<file path="src/rtl/decode.sv">
// RV32I decode stage: registered ALU/regfile fields behind a valid/ready handshake.
// Define DECODE_SKID_EN for a two-entry skid buffer with registered in_ready.
package decode_pkg;

    typedef enum logic [3:0] {
        i_ADD, i_SUB, i_SLL, i_SLT, i_SLTU, i_XOR, i_SRL, i_SRA, i_OR, i_AND
    } alu_op_t;

    typedef struct packed {
        alu_op_t     alu_op;
        logic        is_imm;
        logic [31:0] imm_i;
        logic [4:0]  rs1_addr;
        logic [4:0]  rs2_addr;
        logic [4:0]  rd_addr;
        logic        rd_we;
        logic        illegal;
    } dec_t;

endpackage

module decode
    import decode_pkg::*;
(
    input  logic        clk,
    input  logic        rst,
    input  logic        in_valid,
    output logic        in_ready,
    input  logic [31:0] instr,
    output logic        out_valid,
    input  logic        out_ready,
    output alu_op_t     alu_op,
    output logic        is_imm,
    output logic [31:0] imm_i,
    output logic [4:0]  rs1_addr,
    output logic [4:0]  rs2_addr,
    output logic [4:0]  rd_addr,
    output logic        rd_we,
    output logic        illegal
);

    dec_t dec_d;
    dec_t out_q;
    logic out_valid_q;
    logic legal;

    always_comb begin
        dec_d          = '0;
        legal          = 1'b0;
        dec_d.alu_op   = i_ADD;
        dec_d.imm_i    = {{20{instr[31]}}, instr[31:20]};
        dec_d.rs1_addr = instr[19:15];
        dec_d.rs2_addr = instr[24:20];
        dec_d.rd_addr  = instr[11:7];
        if (instr[6:0] == 7'b0110011) begin
            if (instr[31:25] == 7'b0000000) begin
                legal = 1'b1;
                case (instr[14:12])
                    3'b000:  dec_d.alu_op = i_ADD;
                    3'b001:  dec_d.alu_op = i_SLL;
                    3'b010:  dec_d.alu_op = i_SLT;
                    3'b011:  dec_d.alu_op = i_SLTU;
                    3'b100:  dec_d.alu_op = i_XOR;
                    3'b101:  dec_d.alu_op = i_SRL;
                    3'b110:  dec_d.alu_op = i_OR;
                    default: dec_d.alu_op = i_AND;
                endcase
            end else if (instr[31:25] == 7'b0100000) begin
                if (instr[14:12] == 3'b000) begin
                    legal        = 1'b1;
                    dec_d.alu_op = i_SUB;
                end else if (instr[14:12] == 3'b101) begin
                    legal        = 1'b1;
                    dec_d.alu_op = i_SRA;
                end
            end
        end else if (instr[6:0] == 7'b0010011 && instr[14:12] == 3'b000) begin
            legal        = 1'b1;
            dec_d.is_imm = 1'b1;
        end
        dec_d.illegal = !legal;
        dec_d.rd_we   = legal && (instr[11:7] != 5'd0);
    end

`ifdef DECODE_SKID_EN
    typedef enum logic [1:0] {EMPTY, ONE, FULL} state_t;

    state_t state_q;
    dec_t   skid_q;
    logic   in_ready_q;
    logic   in_fire;
    logic   out_fire;

    assign in_fire  = in_valid && in_ready_q;
    assign out_fire = out_valid_q && out_ready;
    assign in_ready = in_ready_q;

    // out_q is always the oldest entry; skid_q only holds a second one in FULL.
    always_ff @(posedge clk) begin
        if (rst) begin
            state_q     <= EMPTY;
            out_q       <= '0;
            skid_q      <= '0;
            out_valid_q <= 1'b0;
            in_ready_q  <= 1'b1;
        end else begin
            case (state_q)
                EMPTY: begin
                    if (in_fire) begin
                        out_q       <= dec_d;
                        out_valid_q <= 1'b1;
                        state_q     <= ONE;
                    end
                end
                ONE: begin
                    if (in_fire && out_fire) begin
                        out_q <= dec_d;
                    end else if (in_fire) begin
                        skid_q     <= dec_d;
                        state_q    <= FULL;
                        in_ready_q <= 1'b0;
                    end else if (out_fire) begin
                        out_valid_q <= 1'b0;
                        state_q     <= EMPTY;
                    end
                end
                FULL: begin
                    if (out_fire) begin
                        out_q      <= skid_q;
                        state_q    <= ONE;
                        in_ready_q <= 1'b1;
                    end
                end
                default: begin
                    state_q     <= EMPTY;
                    out_valid_q <= 1'b0;
                    in_ready_q  <= 1'b1;
                end
            endcase
        end
    end
`else
    assign in_ready = !out_valid_q || out_ready;

    always_ff @(posedge clk) begin
        if (rst) begin
            out_q       <= '0;
            out_valid_q <= 1'b0;
        end else if (in_valid && in_ready) begin
            out_q       <= dec_d;
            out_valid_q <= 1'b1;
        end else if (out_valid_q && out_ready) begin
            out_valid_q <= 1'b0;
        end
    end
`endif

    assign out_valid = out_valid_q;
    assign alu_op    = out_q.alu_op;
    assign is_imm    = out_q.is_imm;
    assign imm_i     = out_q.imm_i;
    assign rs1_addr  = out_q.rs1_addr;
    assign rs2_addr  = out_q.rs2_addr;
    assign rd_addr   = out_q.rd_addr;
    assign rd_we     = out_q.rd_we;
    assign illegal   = out_q.illegal;

endmodule

</file>
<file path="config.mk">
export PLATFORM = sky130hd
export DESIGN_NAME = decode
export DESIGN_NICKNAME = d
export VERILOG_FILES = /design/src/rtl/decode.sv
export SDC_FILE = /design/constraint.sdc
export NUM_CORES = 1
export LEC_CHECK = 0
export ABC_AREA = 1
export BUFFER_PORTS_ARGS = -buffer_cell sky130_fd_sc_hd__buf_4
export CAP_MARGIN = 20
export CORE_MARGIN = 3
export CORE_UTILIZATION = 45
export DETAILED_ROUTE_END_ITERATION = 6
export PLACE_DENSITY = 0.84
export SLEW_MARGIN = 20
export SYNTH_ARGS = -nofsm -noshare
export SYNTH_HDL_FRONTEND = slang
export SYNTH_SLANG_ARGS = --single-unit
</file>
<file path="constraint.sdc">
create_clock -name clk -period 2.55 [get_ports clk]
set_input_delay 0.1275 -clock clk [delete_from_list [all_inputs] [get_ports clk]]
set_output_delay 0.1275 -clock clk [all_outputs]
set_load 0.01 [all_outputs]
</file>
==> run_results.csv <==
group,metric,value,unit
routing,drt-initial-drc-count,23,
status,outcome,"finished clean",
power_and_ir_drop,ir_drop,347.9,uV
clock_tree,cts.repair.resized,0,
critical_path,max_stage_delay,0.60,ns
critical_path,end_kind,"flip-flop",
clock_tree,clk_pin_slew,0.09,ns
timing,fmax,0.5317,GHz
finish,final_cell_mix,"buf_4 (91), nor2_1 (48), dfxtp_1 (30), o21ai_0 (23), nand2_1 (23)",
power_and_ir_drop,power.density,529.3,mW/mm^2
floorplanning,start_util,47.44,%
yosys,ys_warn_count,0,
critical_path,crit_fanout,30,
yosys,synth_seq_cells,30,
yosys,avgSynthCellArea,7.193,sq um
clock_tree,post_cts_buffers,0,
routing,wire_per_inst,11.10,um
job,max_cap_violations,0,
floorplanning,core.rowCount,20,
timing,tightest_slew,0.6379,ns
finish,nets,304,
global_route,antenna_found_initial,0,
floorplanning,boundaryPins,92,
clock_tree,cts_buffers,5,
place,placed_cell_area,0.001966,sq mm
critical_path,critical_path.cell_chain,"nand2_4 -> nand2_4 -> clkinv_1 -> nand3_1 -> o211ai_1 -> a21oi_1",
clock_tree,cts_max_level,2,
place,portBuffers,91,
global_route,overflow,0,
floorplanning,die_w,62.96,um
timing,relSlewSlack,57.21,%
clock_tree,cts_buffer_depth,2,
floorplanning,die_h,62.96,um
routing,drt_wl_total,3475,um
clock_tree,clock-sinks,30,
yosys,synthDistinctLibCells,18,
finish,mostFrequentLayoutCell,"buf_4",
critical_path,cpMostUsedCell,"nand2_4",
timing,hold_slack,0.009508,ns
critical_path,start_kind,"flip-flop",
timing,finalWorstSetupSlack,0.6692,ns
place,hpwlAfterDp,2735,um
routing,ant_nets,0,
critical_path,critPathKind,"flip-flop to flip-flop",
timing,slew_viol_final,0,
critical_path,crit_required,2.81,ns
timing,hold_viol,0,
place,routabilityCongestion,0.8047,
routing,num_vias,1428,
hold_path,holdCritPathClass,"input port to flip-flop",
routing,firstDrtPassIters,6,
critical_path,arrival,2.14,ns
timing,period_share,73.76,%
routing,viasPerCell,4.562,
clock_tree,insertion_delay,0.33,ns
yosys,syn_nets,239,
timing,period_minus_slack,1.881,ns
global_route,grt_pass1_vias,1262,
floorplanning,dieArea,0.003964,sq mm
clock_tree,clockRootBuffer,"clkbuf_4",
timing,grt_setup_unrepaired,"false",
finish,drive_gt1_share,37.92,%
yosys,synthesis.area,0.001460,sq mm
timing,finalSetupViolations,0,
global_route,track_usage,16.64,%
place,post-place-ws,0.7068,ns
clock_tree,tritoncts,"built",
floorplanning,core-area,0.003078,sq mm
routing,route.detailed.drc,0,
finish,design_area,0.002026,sq mm
global_route,grt_pass1_wl,5271,um
critical_path,cp_slowest_cell,"clkinv_1",
yosys,synthCells,203,
finish,n_antenna_cell,0,
finish,syn_to_final_growth,38.73,%
yosys,ys_seq_area_share,41.13,%
timing,clock_skew,0.008596,ns
clock_tree,postCtsHoldBufs,0,
power_and_ir_drop,p_leak,1.034,nW
timing,setup_tns,0,ns
global_route,grt_max_degree,31,
## worst max-delay path, delay by kind of cell, from the launching register on
family / cells / cell delay (ns)
flip-flops: 1 / 0.38
buffers and inverters: 1 / 0.60
AND/OR/NAND/NOR: 3 / 0.59
AO/OA/AOI/OAI: 2 / 0.24
## kinds of logic after synthesis
logic type / share of synthesized area [%]
and+or+nand+nor: 27.16
buffers and inverters: 19.54
AOI/OAI and AO/OA: 12.17
DFF: 41.13
## final timing paths
check | startpoint | to | slack (ns) | depth (start not counted)
worst max register to register | out_valid$_SDFFE_PP0P_ | rd_we$_SDFFE_PP0P_ | 0.67 | 6
worst min-delay path | rst | out_valid$_SDFFE_PP0P_ | 0.01 | 2
worst max-delay path | out_valid$_SDFFE_PP0P_ | rd_we$_SDFFE_PP0P_ | 0.67 | 6
worst min register to register | rd_addr[3]$_SDFFE_PP0P_ | rd_addr[3]$_SDFFE_PP0P_ | 0.48 | 2
## through the flow
stage	util [%]	instances	power, mW
finish	65.81	313	1.072
global route	65.81	313	1.127
CTS	65.81	313	1.079
detailed placement	63.86	305	0.7918
global placement	63.86	305	0.7861
floorplan	-	203	0.6822
## layout make-up
cell class | instances | area (sq um)
fillers | 293 | 1052
repair buffers | 91 | 683.2
flip-flops and latches | 30 | 600.6
multi-input cells | 126 | 574.3
clock buffers | 7 | 55.05
well taps | 44 | 55.05
inverters | 14 | 52.55
clock inverters | 1 | 5.005
## per-layer routing
layer	global-route usage [%]	up-vias	routed length, um
li1	-	751	-
met1	15.78	615	1323
met2	30.04	55	1753
met3	8.094	7	341
met4	7.163	0	57
met5	0	-	0
## report_power, final
part	switching (mW)	total (mW)	internal (mW)
Sequential	0.0241	0.524	0.500
Combinational	0.121	0.254	0.133
Clock	0.161	0.294	0.133
Total	0.306	1.07	0.766
## synthesized netlist by cell type
cell | count | area [sq um]
nor2_2 | 1 | 6.260
o21ai_0 | 23 | 115.1
clkinv_1 | 1 | 3.750
buf_2 | 3 | 15.01
o211ai_1 | 1 | 7.510
dfxtp_1 | 30 | 600.6
inv_1 | 13 | 48.80
buf_4 | 26 | 195.2
nor3_4 | 1 | 16.27
nor2_1 | 48 | 180.2
buf_6 | 1 | 11.26
nand3b_1 | 2 | 15.01
nand3_1 | 11 | 55.05
a21oi_1 | 11 | 55.05
nand2_4 | 2 | 22.52
nand2_1 | 23 | 86.33
nor3_1 | 3 | 15.01
clkbuf_1 | 3 | 11.26
## registers in the layout, summed over array words and instances, names as in the netlist
register   flops
alu_op         4
illegal        1
imm_i         12
is_imm         1
out_valid      1
rd_addr        5
rd_we          1
rs1_addr       5
No activity file was read; power rests on OpenSTA's default activity.
